===== config.mk =====
export PLATFORM = sky130hd
export DESIGN_NAME = serial_tx
export DESIGN_NICKNAME = d
export VERILOG_FILES = /design/src/rtl/serial_tx.sv
export SDC_FILE = /design/constraint.sdc
export NUM_CORES = 1
export LEC_CHECK = 0
export CORE_MARGIN = 1.5
export CORE_UTILIZATION = 50
export DETAILED_ROUTE_END_ITERATION = 10
export HOLD_SLACK_MARGIN = 0.06
export PLACE_DENSITY = 0.85
export REMOVE_ABC_BUFFERS = 1
export SETUP_SLACK_MARGIN = 0.1
export SYNTH_ARGS = -nofsm -noshare
export SYNTH_HDL_FRONTEND = slang
export SYNTH_SLANG_ARGS = --single-unit

===== constraint.sdc =====
create_clock -name CLK -period 5.85 [get_ports CLK]
set_clock_uncertainty 0.2 [all_clocks]
set_input_delay 1.17 -clock CLK [delete_from_list [all_inputs] [get_ports CLK]]
set_output_delay 1.17 -clock CLK [all_outputs]
set_load 0.02 [all_outputs]

===== src/rtl/serial_tx.sv =====
// Framed serial transmitter: start bit, WIDTH data bits LSB first, optional even parity, stop bit.
// Define TX_PARITY_EN to compile in the parity bit between the last data bit and the stop bit.
module serial_tx #(
  parameter int WIDTH        = 8,
  parameter int CLKS_PER_BIT = 4
) (
  input  logic             CLK,
  input  logic             RST,
  input  logic [WIDTH-1:0] DIN,
  input  logic             VALID,
  output logic             READY,
  output logic             SOUT,
  output logic             BUSY
);

  localparam int CNT_W = (CLKS_PER_BIT > 1) ? $clog2(CLKS_PER_BIT) : 1;
  localparam int IDX_W = (WIDTH > 1) ? $clog2(WIDTH) : 1;
  localparam logic [CNT_W-1:0] CNT_LAST = CNT_W'(CLKS_PER_BIT - 1);
  localparam logic [IDX_W-1:0] IDX_LAST = IDX_W'(WIDTH - 1);

  localparam logic [2:0] IDLE   = 3'd0;
  localparam logic [2:0] START  = 3'd1;
  localparam logic [2:0] DATA   = 3'd2;
  localparam logic [2:0] STOP   = 3'd4;
`ifdef TX_PARITY_EN
  localparam logic [2:0] PARITY = 3'd3;
`endif

  logic [2:0]       state;
  logic [CNT_W-1:0] cnt;
  logic [IDX_W-1:0] bit_idx;
  logic [WIDTH-1:0] shreg;
  logic             sout_q;
  logic             bit_done;
  logic             accept;
`ifdef TX_PARITY_EN
  logic             par_q;
`endif

  assign bit_done = (cnt == CNT_LAST);
  // READY also opens in the final stop cycle so frames can run back to back.
  assign READY    = (state == IDLE) || ((state == STOP) && bit_done);
  assign accept   = VALID && READY;
  assign BUSY     = (state != IDLE);
  assign SOUT     = sout_q;

  // NOTE: all state uses non-blocking assignments so every register samples pre-edge values.
  always_ff @(posedge CLK or posedge RST) begin
    if (RST) begin
      state   <= IDLE;
      cnt     <= '0;
      bit_idx <= '0;
      // NOTE: the shift register is plain flops, not a RAM, so resetting it is cheap and keeps it deterministic.
      shreg   <= '0;
      sout_q  <= 1'b1;
`ifdef TX_PARITY_EN
      par_q   <= 1'b0;
`endif
    end else begin
      case (state)
        IDLE: begin
          if (accept) begin
            state  <= START;
            cnt    <= '0;
            shreg  <= DIN;
            sout_q <= 1'b0;
`ifdef TX_PARITY_EN
            par_q  <= ^DIN;
`endif
          end
        end

        START: begin
          if (bit_done) begin
            state   <= DATA;
            cnt     <= '0;
            bit_idx <= '0;
            sout_q  <= shreg[0];
            shreg   <= shreg >> 1;
          end else begin
            cnt <= cnt + CNT_W'(1);
          end
        end

        DATA: begin
          if (bit_done) begin
            cnt <= '0;
            if (bit_idx == IDX_LAST) begin
`ifdef TX_PARITY_EN
              state  <= PARITY;
              sout_q <= par_q;
`else
              state  <= STOP;
              sout_q <= 1'b1;
`endif
            end else begin
              bit_idx <= bit_idx + IDX_W'(1);
              sout_q  <= shreg[0];
              shreg   <= shreg >> 1;
            end
          end else begin
            cnt <= cnt + CNT_W'(1);
          end
        end

`ifdef TX_PARITY_EN
        PARITY: begin
          if (bit_done) begin
            state  <= STOP;
            cnt    <= '0;
            sout_q <= 1'b1;
          end else begin
            cnt <= cnt + CNT_W'(1);
          end
        end
`endif

        STOP: begin
          if (bit_done) begin
            cnt <= '0;
            if (accept) begin
              state  <= START;
              shreg  <= DIN;
              sout_q <= 1'b0;
`ifdef TX_PARITY_EN
              par_q  <= ^DIN;
`endif
            end else begin
              state <= IDLE;
            end
          end else begin
            cnt <= cnt + CNT_W'(1);
          end
        end

        default: begin
          state  <= IDLE;
          cnt    <= '0;
          sout_q <= 1'b1;
        end
      endcase
    end
  end

endmodule


# [After elaboration in Yosys (flattened, before gate mapping)]
# Cells that the tools add are included.
[classes] add_sub_neg=2 eq_ne=11 muxes=26 reduce_logical=12
[op_table] cell="$mux W8" count=5
[op_table] cell="$pmux W8 S4" count=1
[op_table] cell="$mux W3" count=8
[op_table] cell="$ne A2 B2 Y1 const B" count=6
[op_table] cell="$pmux W3 S4" count=1
[op_table] cell="$reduce_and A5 Y1" count=2
[op_table] cell="$eq A3 B3 Y1 const B" count=2
[op_table] cell="$mux W1" count=6
[op_table] cell="$pmux W3 S2" count=1
[op_table] cell="$mux W2" count=2
[op_table] cell="$pmux W1 S4" count=1
[op_table] cell="$pmux W2 S2" count=1
[op_table] cell="$reduce_and A4 Y1" count=1
[op_table] cell="$reduce_bool A4 Y1" count=1
[op_table] cell="$add A3 B1 Y3 const B" count=1
[op_table] cell="$eq A3 B1 Y1 const B" count=1
[op_table] cell="$eq A3 B2 Y1 const B" count=1
[op_table] cell="$logic_not A3 Y1" count=1
[op_table] cell="$reduce_and A3 Y1" count=1
[op_table] cell="$reduce_bool A3 Y1" count=1
[op_table] cell="$reduce_or A3 Y1" count=1
[op_table] cell="$add A2 B1 Y2 const B" count=1
[op_table] cell="$eq A2 B2 Y1 const B" count=1
[op_table] cell="$logic_and A1 B1 Y1" count=2
[op_table] cell="2 further kinds" count=2
[word_totals] ff_bits=17 in_bits=11 out_inout_bits=3

# [Logic depth before layout (Yosys ltp)]
[logic_depth] word_depth=7 depth_mapped=6 depth_no_buf=6

# [Least setup slack after synthesis]
# No wires, ideal clock.
[synth_path] kind="reg-to-output" from="register state[0]" to="output READY" t_arrival_ns=1.308 required_ns=4.480 path_slack_ns=3.172 path_stages_with_launch=4 path_buffers=2 cell_sequence="dfrtp_1 > clkbuf_1 > clkbuf_1 > nor3_1"
[synth_between] elab_chain_len=3 word_cells_on_any_way=4 cone_classes="eq/ne (1); reduce/logical (3)"
[synth_lines] item="start: declaration" line_no="29" source="logic [2:0] state;"
[synth_lines] item="start signal: assignment" line_no="50" source="state <= IDLE;"
[synth_lines] item="start signal: assignment" line_no="63" source="state <= START;"
[synth_lines] item="start signal: assignment" line_no="75" source="state <= DATA;"
[synth_lines] item="$eq A3 B3 Y1" line_no="42" source="assign READY = (state == IDLE) || ((state == STOP) && bit_done);"
[synth_lines] item="$logic_and A1 B1 Y1" line_no="42"
[synth_lines] item="$logic_or A1 B1 Y1 (*)" line_no="42"
[synth_lines] item="end: declaration" line_no="11" source="output logic READY,"
# Mark *: on every way between the ends. The rest lies on a longest branch, timed or not.

# [Final worst setup path]
[layout_path] from="register cnt[0]" to="output READY"
[layout_between] elab_chain_len=3
[layout_lines] item="start: declaration" line_no="30" source="logic [CNT_W-1:0] cnt;"
[layout_lines] item="start signal: assignment" line_no="81" source="cnt <= cnt + CNT_W'(1);"
[layout_lines] item="start signal: assignment" line_no="102" source="cnt <= cnt + CNT_W'(1);"
[layout_lines] item="start signal: assignment" line_no="132" source="cnt <= cnt + CNT_W'(1);"
[layout_lines] item="$eq A2 B2 Y1" line_no="40" source="assign bit_done = (cnt == CNT_LAST);"
[layout_lines] item="$logic_and A1 B1 Y1" line_no="42"
[layout_lines] item="$logic_or A1 B1 Y1" line_no="42"
# Every way passes these cells.

==> results.md <==
* DRC viols at 0
* Met1 usage at 0.236
* CTS H-tree depth at 1
* Total GRT Usage at 0.187
* Initial core utilization at 0.522
* Fin. max-slew vios at 0
* Synth warnings at 0
* Clock slew at reported path FFs at 90 ps
* Hold Fails Final Rpt at 0
* GRT overflow at 0
* Synth Cell Area at 0.00100 mm^2
* Clock Sinks at 17
* Clock power frac at 0.096
* Core Region at 0.00192 mm^2
* First-pass iteration count of the detailed router at 4
* # Max-Cap Violations at 0
* Post-Synthesis Cells at 94
* Die height at 47.8 um
* Placed cell area at 0.00114 mm^2
* Area share of the leading cell type in the synthesized netlist at 0.399
* Fmax at 305 MHz
* Register area share after synthesis at 0.425
* Fill cells at 165
* Min Tclk post-route at 3280 ps
* Hold_buf cts at 0
* Crit path DAT at 1910 ps
* Flop pwr share at 0.371
* Layout cells sized above 1 at 0.229
* Worst setup path startpoint: cnt[0]
* Synth unique cells at 29
* Setup repair bufs after CTS at 0
* Comb pwr share at 0.533
* Sw Share at 0.383
* Final HPWL DP at 1370 um
* Final instance area at 0.00117 mm^2
* Port bufs at 13
* Psw at 0.245 mW
* CP Launch Type: flip-flop
* FF-to-FF Start: state[1]
* Crit path kind: flip-flop to output pin
* R2R Setup Slk at 3460 ps
* Slew Limit Headroom at 0.574
* CP Max Fanout at 9
* Crit path capture type: output pin
* Avg Cell Area, Syn at 10.7 um^2
* Met2 usage at 0.312
* Num rows at 16
* P_int at 0.395 mW
* RR Endpoint: shreg[7]
* DR WL/cell at 13.7 um
* CTS tree: done
* HP Class: flip-flop to flip-flop
* Clk Latency, worst-skew pair at 280 ps
* # diodes at 0
* 1st-iter DRT viols at 8
* Nets@finish at 120
* Peak-usage layer in the global routing report: met2
* Longest Clk Path Bufs at 2
* Via/cell ratio at 5.58
* Post-cts resize count at 0
* Largest net degree at the start of global routing at 24
* Synthesized flop and latch total at 17
* Critical path data required time at 4480 ps
* Met3 usage at 0.0340
* Die area at 0.00228 mm^2
* Area grow syn2layout at 16.7%
* RSZ-0062 raised after global routing: no
* Status: finished clean
* Root buffer cell: clkbuf_4
* Crit path to: READY
* Actual slew at the worst max-slew pin at 639 ps
* Power density over cell area at 547 mW/mm^2
* IO Count at 14
* Initial antenna violation count at 0
* Synth area leader: dfrtp_1
* DIE WIDTH at 47.8 um
* Post-route ant nets at 0
* Gpl congestion at 0.791
* First-pass GRT wire length at 2840 um
* Final setup violation count at 0
* Final setup TNS at 0 ps
* CTS Buf Count at 3
* Routed WL at 1810 um
* VDD IR max at 389 uV
* Synth area leaders: dfrtp_1 (40%), mux2_2 (19%), ha_1 (3.7%)
* LEAKAGE at 0.477 nW
* R2R cell count at 4
* Vias at 737
* Vias in the first global route at 643
* Final Cycle Share at 0.560
final cells by class:
cell class	instances	area [um^2]	share of cell area
Clock buffer	4	26.3	0.0224
Sequential cell	17	427	0.364
Timing Repair Buffer	13	130	0.111
Multi-Input combinational cell	68	543	0.464
Inverter	3	11.3	0.00962
Tap cell	27	33.8	0.0288
cell families after synthesis:
family | after synthesis | share of synthesized area
flops | 17 | 0.425
simple gates | 23 | 0.122
mux | 18 | 0.201
buf+inv | 9 | 0.0337
compound gates | 22 | 0.163
xor+xnor | 2 | 0.0175
fa+ha+maj | 3 | 0.0374
cell usage in the layout (no fill, tap or decap), drive strengths merged, types with 3 or more instances in the layout:
cell           instances
nor2                   6
mux2                  17
o21ai                  7
clkbuf                 4
clkdlybuf4s50         13
a22oi                  4
a21oi                  4
o32ai                  3
nor2b                  4
inv                    3
nand2                  5
ha                     3
dfrtp                 16
critical path, cell delays in order (launching register included):
cell	delay [ps]
dfrtp_1	420
ha_1	340
nor2b_1	100
nor3_1	130
clkdlybuf4s50_1	630
state kept, by name, indices dropped and copies added, names as in the netlist:
name,cells
shreg,8
bit_idx,3
SOUT,1
cnt,2
state,3
through the flow:
step                power [mW]  utilization  setup slack (ps)  cells  hold WS [ps]
detailed placement       0.583        0.596              2830    128           294
CTS                      0.646        0.609              2560    132           323
global placement         0.562        0.596              2870    128           285
floorplan                0.495            -              3300     88           274
global route             0.692        0.609              2420    132           344
finish                   0.641        0.609              2570    132           318
cell usage after synthesis, drive strengths merged:
master	n
xor2	1
a31oi	1
nor2b	4
a22o	1
o32ai	3
dfstp	1
ha	3
mux2	17
xnor2	1
o21ai	7
nand3b	1
nor2	6
inv	3
a22oi	4
o31ai	1
nor4	2
nor3b	1
mux2i	1
dfrtp	16
nand2b	1
clkbuf	6
or3	2
a21oi	4
o2111a	1
nor3	1
nand2	5
power groups by stage:
stage                     Sequential [mW]  Combinational (mW)  Clock, mW
after CTS                           0.238               0.345     0.0640
final                               0.237               0.341     0.0618
after floorplan                     0.226               0.269          0
after global placement              0.234               0.328          0
after global routing                0.246               0.375     0.0715
after detailed placement            0.240               0.343          0
worst min path at each step:
stage / depth (start not counted) / start / slack [ps] / end
after CTS: 1 / shreg[2] / 320 / shreg[2]
final: 1 / shreg[2] / 320 / shreg[2]
after global placement: 1 / shreg[4] / 280 / shreg[4]
after floorplan: 2 / bit_idx[1] / 270 / bit_idx[1]
after detailed placement: 1 / shreg[3] / 290 / shreg[3]
after global routing: 1 / shreg[5] / 340 / shreg[5]
metal layers:
| metal | share of wire | routed length, um | up-vias |
|---|---|---|---|
| li1 | - | - | 371 |
| met1 | 0.45 | 810 | 350 |
| met2 | 0.51 | 929 | 12 |
| met3 | 0.023 | 41 | 4 |
| met4 | 0.015 | 27 | 0 |
| met5 | 0 | 0 | - |
No activity file was read; power rests on OpenSTA's default activity.
